==> src/rtl/cluster_clock_gate_pkg.sv <==
// Shared types and defaults for the cluster root-clock gate controller.
package cluster_clock_gate_pkg;

   typedef enum logic [2:0] {
      RUN,
      IDLE,
      DRAIN,
      GATED,
      WAKE
   } ctrl_state_e;

   localparam int IDLE_CNT_WIDTH_DEFAULT = 8;
   localparam int WAKE_LAT_DEFAULT       = 2;
   localparam int STAT_WIDTH_DEFAULT     = 32;

endpackage

==> src/rtl/cluster_clock_gate_ctrl.sv <==
// Idle-driven enable controller for the cluster ICG: idle count, interconnect drain,
// gate, and timed wake with a settle window before acknowledging.
module cluster_clock_gate_ctrl
   import cluster_clock_gate_pkg::*;
#(
   parameter int IDLE_CNT_WIDTH = IDLE_CNT_WIDTH_DEFAULT,
   parameter int WAKE_LAT       = WAKE_LAT_DEFAULT,
   parameter int STAT_WIDTH     = STAT_WIDTH_DEFAULT
) (
   input  logic                      clk_i,
   input  logic                      rst_ni,
   input  logic                      test_mode_i,
   input  logic                      cfg_en_i,
   input  logic [IDLE_CNT_WIDTH-1:0] cfg_idle_thr_i,
   input  logic                      busy_i,
   input  logic                      wake_req_i,
   output logic                      drain_req_o,
   input  logic                      drain_ack_i,
   output logic                      clk_en_o,
   output logic                      gated_o,
   output logic                      wake_ack_o,
   input  logic                      stat_clr_i,
   output logic [STAT_WIDTH-1:0]     stat_gated_cyc_o
);

   localparam int WCNT_W = (WAKE_LAT > 1) ? $clog2(WAKE_LAT) : 1;
   localparam logic [WCNT_W-1:0] WCNT_INIT = WCNT_W'(WAKE_LAT - 1);

   if (WAKE_LAT < 1) begin : g_bad_wake_lat
      $error("cluster_clock_gate_ctrl: WAKE_LAT must be at least 1");
   end

   ctrl_state_e               state_q;
   logic [IDLE_CNT_WIDTH-1:0] idle_cnt_q;
   logic [IDLE_CNT_WIDTH-1:0] thr_q;
   logic [WCNT_W-1:0]         wcnt_q;
   logic                      clk_en_q;
   logic                      drain_req_q;
   logic                      gated_q;
   logic                      wake_ack_q;
   logic [STAT_WIDTH-1:0]     stat_q;
   logic                      leave;

   // Any activity, wake request or loss of permission pulls us back toward RUN.
   assign leave = busy_i | wake_req_i | ~cfg_en_i;

   always_ff @(posedge clk_i or negedge rst_ni) begin
      if (!rst_ni) begin
         state_q     <= RUN;
         idle_cnt_q  <= '0;
         thr_q       <= '0;
         wcnt_q      <= '0;
         clk_en_q    <= 1'b1;
         drain_req_q <= 1'b0;
         gated_q     <= 1'b0;
         wake_ack_q  <= 1'b0;
      end else begin
         wake_ack_q <= 1'b0;
         case (state_q)
            RUN: begin
               if (cfg_en_i && (cfg_idle_thr_i != '0) && !busy_i && !wake_req_i) begin
                  state_q    <= IDLE;
                  idle_cnt_q <= '0;
                  thr_q      <= cfg_idle_thr_i;
               end
            end
            IDLE: begin
               if (leave) begin
                  state_q <= RUN;
               end else begin
                  idle_cnt_q <= idle_cnt_q + IDLE_CNT_WIDTH'(1);
                  if (idle_cnt_q == thr_q - IDLE_CNT_WIDTH'(1)) begin
                     state_q     <= DRAIN;
                     drain_req_q <= 1'b1;
                  end
               end
            end
            DRAIN: begin
               // Abort beats a coincident ack: the clock is never cut under live traffic.
               if (leave) begin
                  state_q     <= RUN;
                  drain_req_q <= 1'b0;
               end else if (drain_ack_i) begin
                  state_q  <= GATED;
                  clk_en_q <= 1'b0;
                  gated_q  <= 1'b1;
               end
            end
            GATED: begin
               if (leave) begin
                  state_q  <= WAKE;
                  clk_en_q <= 1'b1;
                  wcnt_q   <= WCNT_INIT;
               end
            end
            WAKE: begin
               if (wcnt_q == '0) begin
                  state_q     <= RUN;
                  drain_req_q <= 1'b0;
                  gated_q     <= 1'b0;
                  wake_ack_q  <= 1'b1;
               end else begin
                  wcnt_q <= wcnt_q - WCNT_W'(1);
               end
            end
            default: state_q <= RUN;
         endcase
      end
   end

   always_ff @(posedge clk_i or negedge rst_ni) begin
      if (!rst_ni) begin
         stat_q <= '0;
      end else if (stat_clr_i) begin
         stat_q <= '0;
      end else if (state_q == GATED && stat_q != '1) begin
         stat_q <= stat_q + STAT_WIDTH'(1);
      end
   end

   assign clk_en_o         = clk_en_q | test_mode_i;
   assign drain_req_o      = drain_req_q;
   assign gated_o          = gated_q;
   assign wake_ack_o       = wake_ack_q;
   assign stat_gated_cyc_o = stat_q;

   a_ack_held_while_gated: assert property (
      @(posedge clk_i) disable iff (!rst_ni)
      (state_q == GATED || state_q == WAKE) |-> drain_ack_i
   ) else $error("drain_ack_i dropped while clock gated");

endmodule

==> config.mk <==
export PLATFORM = sky130hd
export DESIGN_NAME = cluster_clock_gate_ctrl
export DESIGN_NICKNAME = d
export VERILOG_FILES = /design/src/rtl/cluster_clock_gate_pkg.sv /design/src/rtl/cluster_clock_gate_ctrl.sv
export SDC_FILE = /design/constraint.sdc
export NUM_CORES = 1
export LEC_CHECK = 0
export BUFFER_PORTS_ARGS = -buffer_cell sky130_fd_sc_hd__buf_4
export CAP_MARGIN = 20
export CORE_ASPECT_RATIO = 0.6
export CORE_MARGIN = 5
export CORE_UTILIZATION = 60
export DETAILED_ROUTE_END_ITERATION = 16
export GPL_TIMING_DRIVEN = 1
export PLACE_DENSITY = 0.95
export SLEW_MARGIN = 15
export SYNTH_ARGS = -nofsm -noshare
export SYNTH_HDL_FRONTEND = slang
export SYNTH_SLANG_ARGS = --single-unit
==> constraint.sdc <==
create_clock -name clk_i -period 5.94 [get_ports clk_i]
set_input_delay 0.891 -clock clk_i [delete_from_list [all_inputs] [get_ports clk_i]]
set_output_delay 0.891 -clock clk_i [all_outputs]
set_load 0.02 [all_outputs]
==> results of run 1 <==
-- registers in the layout, summed over array words and instances, names as in the netlist --
register          cells
stat_gated_cyc_o     32
state_q               3
wake_ack_o            1
thr_q                 8
gated_o               1
clk_en_q              1
drain_req_o           1
wcnt_q                1
idle_cnt_q            8
-- kinds of logic after synthesis --
kind of cell	after synthesis	share of synthesized area
simple gates	166	0.297
flops	56	0.448
compound gates	40	0.0760
xor+xnor	37	0.104
buf+inv	22	0.0304
mux	9	0.0324
fa+ha+maj	3	0.0120
-- metrics by stage --
stage | cell area [sq um] | hold slack [ns] | worst slack, ns
final | 3630 | 0.525 | 3.19
after global routing | 3630 | 0.581 | 3.08
after CTS | 3630 | 0.530 | 3.25
after detailed placement | 3540 | 0.504 | 3.07
after global placement | 3540 | 0.493 | 3.14
after floorplan | 3130 | 0.484 | 3.52
-- power by group --
part,switching (W),total (W),internal [W],leakage (nW)
clock,0.000133,0.000218,0.0000850,0.0485
combinational,0.000110,0.000212,0.000103,0.765
sequential,0.0000588,0.000475,0.000416,0.747
-- final cells by class --
type | count | area, sq um | area share
repair buffers | 52 | 390 | 0.108
clock inverters | 3 | 22.5 | 0.00620
flip-flops and latches | 56 | 1400 | 0.386
well taps | 66 | 82.6 | 0.0227
inverters | 9 | 33.8 | 0.00930
clock buffers | 5 | 68.8 | 0.0190
multi-input cells | 255 | 1630 | 0.449
-- how the worst max path moves through the flow --
stage / slack (ns) / startpoint / to / cells after the start
floorplan: 3.52 / busy_i / thr_q[0] / 6
global placement: 3.14 / busy_i / thr_q[0] / 7
detailed placement: 3.07 / busy_i / thr_q[1] / 7
CTS: 3.25 / stat_gated_cyc_o[0] / stat_gated_cyc_o[21] / 7
global route: 3.08 / stat_gated_cyc_o[0] / stat_gated_cyc_o[21] / 7
finish: 3.19 / stat_gated_cyc_o[1] / stat_gated_cyc_o[21] / 7
-- layer usage --
metal,part of all wire,vias to the layer above,global-route usage
met5,0,-,0
met4,0.012,0,0.0533
met3,0.082,15,0.0506
met2,0.44,161,0.361
met1,0.47,1379,0.371
li1,-,1292,-
-- cells in the final DEF, fill, tap and decap left out, drive strengths merged, types with 12 or more instances in the layout --
cell type and count:
nand3 13, dfrtp 55, nand4 18, buf 52, nand2 23, a21oi 12, nor4 14, nor3 15
o21ai 17, xnor2 26, nor2 42
-- critical path, delay by kind of cell (launching register included) --
kind	cells	cell delay [ns]
adders and majority gates	1	0.23
DFF	1	0.43
muxes	1	0.30
and+or+nand+nor	5	1.67
==> flow_summary.yaml, run 1 <==
grt:
  grt_usage: 0.245
  antenna_found_initial: 0
  grt_max_degree: 57
  grt_pass1_vias: 2611
  grt.overflow.total: 0
  grt_pass1_wl_um: 13000
route:
  drt-vias-per-instance: 6.38
  final_antenna_net_count: 0
  drtIter0Drc: 317
  wl_um: 7850
  first_pass_iters: 5
  vias: 2847
  drcViolationCount: 0
  routedWlPerCell_um: 17.6
timing:
  finalSetupTns_ns: 0
  slew_headroom: 0.490
  drv_slew: 0
  fin_worst_skew_ns: 0.0129
  hold_viol_final: 0
  rsz0062_at_grt: "no"
  setup_violations: 0
  period_share: 0.463
  tightest_slew_ns: 0.758
  finalCriticalPeriod_ns: 2.75
  timing.fmax_ghz: 0.364
power_and_ir_drop:
  powerDensity_nw_per_um2: 249
  ir_worst_vdd_v: 0.000214
  p_total_w: 0.000905
  leakage_nw: 1.56
worst_hold_path:
  hold_path.class: "reg2reg"
  min-delay-start: "drain_req_o"
  holdPathStages: 2
  holdPathEnd: "drain_req_o"
synthesis:
  ys_seq_area_frac: 0.448
  ys_ff_latch: 56
  synth-async-reset-ratio: 1.00
  yosysMostFrequentCell: "dfrtp_1"
  syn_area_sq_um: 3130
  avgSynthCellArea_sq_um: 9.39
  synth_edf_count: 0
  synth.distinct_cells: 46
  yosys.area.top_type_share: 0.440
  yosysTopAreaCell: "dfrtp_1"
  synthTopCellsByCount: "dfrtp_1 (55), nor2_1 (42), xnor2_1 (26)"
  synth.net_count: 352
  yosys_warnings: 0
  syn-instance-count: 333
  ys_top_cells_by_area: "dfrtp_1 (44%), xnor2_1 (7.3%), nor2_1 (5.0%), nand4_1 (3.6%), xor2_1 (3.1%)"
  synth-main-ff-cell: "dfrtp_1"
clock_network:
  cts.clk_slew.worst_paths_ns: 0.11
  cts_num_sinks: 56
  cts_resized: 0
  cts_tree: "built"
  cts_inserted_buffers: 5
  clk_latency_ns: 0.32
  clockBufferDepth: 2
  cts_max_level: 2
  clockRootBuffer: "clkbuf_8"
  holdBufCountCts: 0
  cts_setup_buffers: 0
die:
  die_width_um: 103
  die-area_sq_um: 6800
  core_area_sq_um: 5050
  die_height_um: 65.9
  rows: 20
  io_pins: 52
  initial_utilization: 0.619
worst_setup_path:
  crit_path_end_kind: "register"
  r2r-end: "stat_gated_cyc_o[21]"
  cp_cell_sequence: "ha_1 -> nand2_1 -> nor4_2 -> and4_1 -> nor2_1 -> and3_1 -> mux2_1"
  critical_path_required_ns: 6.15
  critical_path_arrival_ns: 2.96
  worst_r2r_path_depth: 7
  path_class: "reg2reg"
  crit_path_max_fanout: 20
  start_kind: "register"
  critPathSlowestCell: "and4_1"
  reg2reg_slack_ns: 3.19
  max_stage_delay_ns: 0.72
  r2r_start: "stat_gated_cyc_o[1]"
placed_design:
  portBuffers: 51
  dpl.hpwl_um: 5720
  gp_congestion: 0.882
  dp.cells: 438
cells_and_area:
  instances_no_fill: 446
  fin_nets: 398
  fin_util: 0.718
  drive_above_1_share: 0.218
  fill_cells: 361
  n_antenna_cell: 0
  area_growth_pct: 16.1
status:
  outcome: "complete, no violations"
run:
  drv_cap: 0
Note: power is estimated with default switching activity, not from simulation.
==> run 2: changes to the inputs <==
CORE_UTILIZATION = 56   (was 60)
PLACE_DENSITY = 0.9   (was 0.95)
clock period = 2.6 ns   (was 5.94 ns; I/O delays follow)
==> flow_summary.yaml, run 2 (same netlist as run 1, synthesis figures left out) <==
grt:
  grt_pass1_wl_um: 12300
  antenna_found_initial: 0
  grt_pass1_vias: 2520
  grt_usage: 0.213
  grt.overflow.total: 0
  grt_max_degree: 57
status:
  outcome: "complete, no violations"
placed_design:
  gp_congestion: 0.869
  place_ws_ns: 0.171
  portBuffers: 51
  dpl.hpwl_um: 5640
worst_setup_path:
  path_buf_inv: 0
  crit_start: "stat_gated_cyc_o[0]"
  max_stage_delay_ns: 0.49
  crit_path_end_kind: "register"
  critPathSlowestCell: "and4_1"
  crit_path_max_fanout: 9
  critical_path_required_ns: 2.81
  cp_top_family: "simple AND/OR/NAND/NOR gates"
  start_kind: "register"
  r2r_start: "stat_gated_cyc_o[0]"
  cp_cell_sequence: "ha_1 -> nand2_1 -> nor4_2 -> and4_1 -> nor2_1 -> and3_1 -> mux2_1"
  critical_path_arrival_ns: 2.63
  path_class: "reg2reg"
timing:
  drv_slew: 0
  setup_violations: 0
  rsz0062_at_grt: "no"
  finalCriticalPeriod_ns: 2.42
  period_share: 0.930
  hold_viol_final: 0
  setup_ws_ns: 0.182
  slew_headroom: 0.459
  tightest_slew_ns: 0.805
  finalSetupTns_ns: 0
  fin_worst_skew_ns: 0.0105
  timing.fmax_ghz: 0.413
cells_and_area:
  layout_common_cells: "dfrtp_1 (55), buf_4 (54), nor2_1 (42)"
  layout_commonest_cell: "dfrtp_1"
  area_growth_pct: 16.6
  largest_reg_flops: 32
  fin_nets: 400
  n_antenna_cell: 0
  fill_cells: 429
  drive_above_1_share: 0.223
  fin_util: 0.664
clock_network:
  cts.clk_slew.worst_paths_ns: 0.10
  cts_tree: "built"
  cts_inserted_buffers: 5
  clockBufferDepth: 2
  cts_max_level: 2
  cts_resized: 0
  cts_num_sinks: 56
  cts_setup_buffers: 0
  holdBufCountCts: 0
  clockRootBuffer: "clkbuf_8"
  clk_latency_ns: 0.31
die:
  die_height_um: 67.9
  die-area_sq_um: 7230
  io_pins: 52
  rows: 21
  die_width_um: 106
  initial_utilization: 0.570
  core_area_sq_um: 5490
route:
  drt-vias-per-instance: 6.06
  wl_um: 7540
  final_antenna_net_count: 0
  first_pass_iters: 4
  routedWlPerCell_um: 16.7
  drcViolationCount: 0
  drtIter0Drc: 238
  vias: 2735
power_and_ir_drop:
  leakage_nw: 1.57
  ir_worst_vdd_v: 0.000428
  powerDensity_nw_per_um2: 555
worst_hold_path:
  hold_path.class: "in2async"
run:
  drv_cap: 0
==> run 2: changes by cell type in the layout (fill, tap and decap cells not counted), sizes merged <==
cell / change
buf: +2
clkinv: +1
inv: -1
==> run 2: final timing paths <==
check,endpoint,slack [ns],cells after the start
hold reg to reg,clk_en_q,0.53,2
min in group clk_i,thr_q[3],0.32,2
setup reg to reg,stat_gated_cyc_o[21],0.18,7
setup / recovery,stat_gated_cyc_o[21],0.18,7
max in group asynchronous,state_q[1],2.02,1
hold / removal,thr_q[2],0.10,1
==> run 2: report_power, final <==
group	total (W)	leakage, nW	switching [W]	internal [W]
logic	0.000468	0.776	0.000234	0.000234
clock network	0.000479	0.0479	0.000291	0.000189
registers	0.00108	0.747	0.000127	0.000950
==> run 2: area by class of cell <==
| cell class | instances | area, sq um | share of cell area |
|---|---|---|---|
| sequential | 56 | 1400 | 0.385 |
| timing repair buffer | 54 | 405 | 0.111 |
| inverter | 9 | 33.8 | 0.00927 |
| tap | 69 | 86.3 | 0.0237 |
| multi-input combinational | 255 | 1630 | 0.447 |
| clock inverter | 3 | 18.8 | 0.00515 |
| clock buffer | 5 | 68.8 | 0.0189 |
==> run 2: layer usage <==
metal  GRT usage  vias up  routed length, um
li1            -     1283                  -
met3      0.0386        9                647
met4      0.0574        0                 76
met1       0.322     1328               3540
met5           0        -                  0
met2       0.316      115               3280
==> run 2: per-stage QoR <==
| stage | std cells | hold slack [ns] | total power (W) | area (sq um) |
|---|---|---|---|---|
| global placement | 443 | 0.480 | 0.00153 | 3560 |
| detailed placement | 443 | 0.477 | 0.00156 | 3560 |
| global route | 451 | 0.167 | 0.00212 | 3650 |
| finish | 451 | 0.101 | 0.00202 | 3650 |
| CTS | 451 | 0.134 | 0.00203 | 3650 |
| floorplan | 333 | 0.0944 | 0.00142 | 3130 |
==> run 3: changes to the inputs <==
CORE_MARGIN = default   (was 5)
CORE_UTILIZATION = 51   (was 56)
PLACE_DENSITY = 0.87   (was 0.9)
clock period = 2.1 ns   (was 2.6 ns; I/O delays follow)
==> flow_summary.yaml, run 3 (same netlist as run 1, synthesis figures left out) <==
grt:
  grt_pass1_vias: 2652
  grt.overflow.total: 0
  grt_usage: 0.265
  grt_pass1_wl_um: 13100
  grt_max_degree: 57
  antenna_found_initial: 0
cells_and_area:
  fill_cells: 439
  layout_commonest_cell: "buf_4"
  n_antenna_cell: 0
  design_area_sq_um: 3970
  drive_above_1_share: 0.300
  layout_common_cells: "buf_4 (84), dfrtp_1 (51), nor2_1 (42)"
  instances_no_fill: 493
  area_growth_pct: 27.0
  largest_reg_flops: 32
  fin_nets: 431
  regArea_sq_um: 1410
  multi_input_area_sq_um: 1670
timing:
  hold_ws_ns: 0.0359
  timing.fmax_ghz: 0.480
  fin_worst_skew_ns: 0.0122
  rsz0062_at_grt: "yes"
  drv_slew: 0
  slew_headroom: 0.539
  hold_viol_final: 0
  setup_violations: 0
  setup_ws_ns: 0.0161
  tightest_slew_ns: 0.691
  finalCriticalPeriod_ns: 2.08
  period_share: 0.992
die:
  core_area_sq_um: 5730
  initial_utilization: 0.546
  die_height_um: 62.7
  die-area_sq_um: 6460
  rows: 21
  die_width_um: 103
  io_pins: 52
clock_network:
  cts_inserted_buffers: 5
  cts_max_level: 2
  clockBufferDepth: 2
  cts.clk_slew.worst_paths_ns: 0.11
  clk_latency_ns: 0.32
  cts_num_sinks: 56
  cts_tree: "built"
  clockRootBuffer: "clkbuf_8"
worst_setup_path:
  r2r-end: "stat_gated_cyc_o[29]"
  crit_path_max_fanout: 7
  cp_cell_sequence: "and4_4 -> and3_4 -> nand2_4 -> or4_1 -> or3_1 -> a21oi_1"
  critical_path_required_ns: 2.35
  crit_path_end_kind: "register"
  path_buf_inv: 0
  worst_r2r_path_depth: 6
  start_kind: "register"
  reg2reg_slack_ns: 0.02
  max_stage_delay_ns: 0.55
  critical_path_arrival_ns: 2.34
  path_class: "reg2reg"
  cp_top_family: "simple AND/OR/NAND/NOR gates"
  r2r_start: "stat_gated_cyc_o[5]"
  critPathSlowestCell: "or4_1"
placed_design:
  portBuffers: 51
  dpl.hpwl_um: 6030
  gp_congestion: 0.904
  dpl-instance-area_sq_um: 3780
  dp.cells: 482
  place_ws_ns: -0.158
power_and_ir_drop:
  p_total_w: 0.00271
  leakage_nw: 1.76
  ir_worst_vdd_v: 0.000536
  powerDensity_nw_per_um2: 682
route:
  routedWlPerCell_um: 16.1
  drcViolationCount: 0
  drtIter0Drc: 250
  vias: 2809
  drt-vias-per-instance: 5.70
  wl_um: 7940
  final_antenna_net_count: 0
  first_pass_iters: 5
run:
  drv_cap: 0
worst_hold_path:
  hold_path.class: "in2async"
status:
  outcome: "complete, no violations"
## run 3: layout make-up
type / count / area share
tap: 80 / 0.0252
clock inverter: 3 / 0.0117
timing repair buffer: 85 / 0.164
clock buffer: 5 / 0.0173
sequential: 56 / 0.354
multi-input combinational: 255 / 0.419
inverter: 9 / 0.00850
## run 3: worst max path at each step
stage,from,end,slack [ns],cells past startpoint
global placement,busy_i,thr_q[0],-0.03,7
floorplan,stat_gated_cyc_o[3],stat_gated_cyc_o[21],0.02,7
finish,stat_gated_cyc_o[5],stat_gated_cyc_o[29],0.02,6
CTS,stat_gated_cyc_o[5],stat_gated_cyc_o[21],0.02,6
global route,stat_gated_cyc_o[15],stat_gated_cyc_o[30],-0.04,8
detailed placement,busy_i,thr_q[0],-0.16,7
## run 3: through the flow
step / setup TNS (ns) / utilization
6_report: 0 / 0.694
5_1_grt: -0.0828 / 0.694
4_1_cts: 0 / 0.682
3_5_place_dp: -0.442 / 0.661
3_3_place_gp: -0.0609 / 0.661
2_1_floorplan: 0 / -
## run 3: what timing repair did
action,CTS,global route
gates resized for setup,1,8
pin swaps,0,1
endpoints found under the setup margin,1,27
cloned,0,0
hold buffers,0,0
setup buffers,0,3
## run 3: routing by layer
| metal | track usage | vias to the layer above | wire length (um) |
|---|---|---|---|
| li1 | - | 1356 | - |
| met1 | 0.418 | 1338 | 3930 |
| met2 | 0.369 | 106 | 3330 |
| met3 | 0.0582 | 9 | 601 |
| met4 | 0.0528 | 0 | 77 |
| met5 | 0 | - | 0 |
## run 3: report_power, final
| group | internal, W | leakage (nW) | total [W] | switching (W) |
|---|---|---|---|---|
| logic | 0.000326 | 0.962 | 0.000650 | 0.000324 |
| clock network | 0.000360 | 0.0548 | 0.000736 | 0.000376 |
| registers | 0.00118 | 0.741 | 0.00132 | 0.000146 |
## run 3: worst reg2reg max path, cell delays in order (launching register included)
cell and delay, ns:
dfrtp_1 0.44, and4_4 0.28, and3_4 0.21, nand2_4 0.08, or4_1 0.55, or3_1 0.32
a21oi_1 0.14
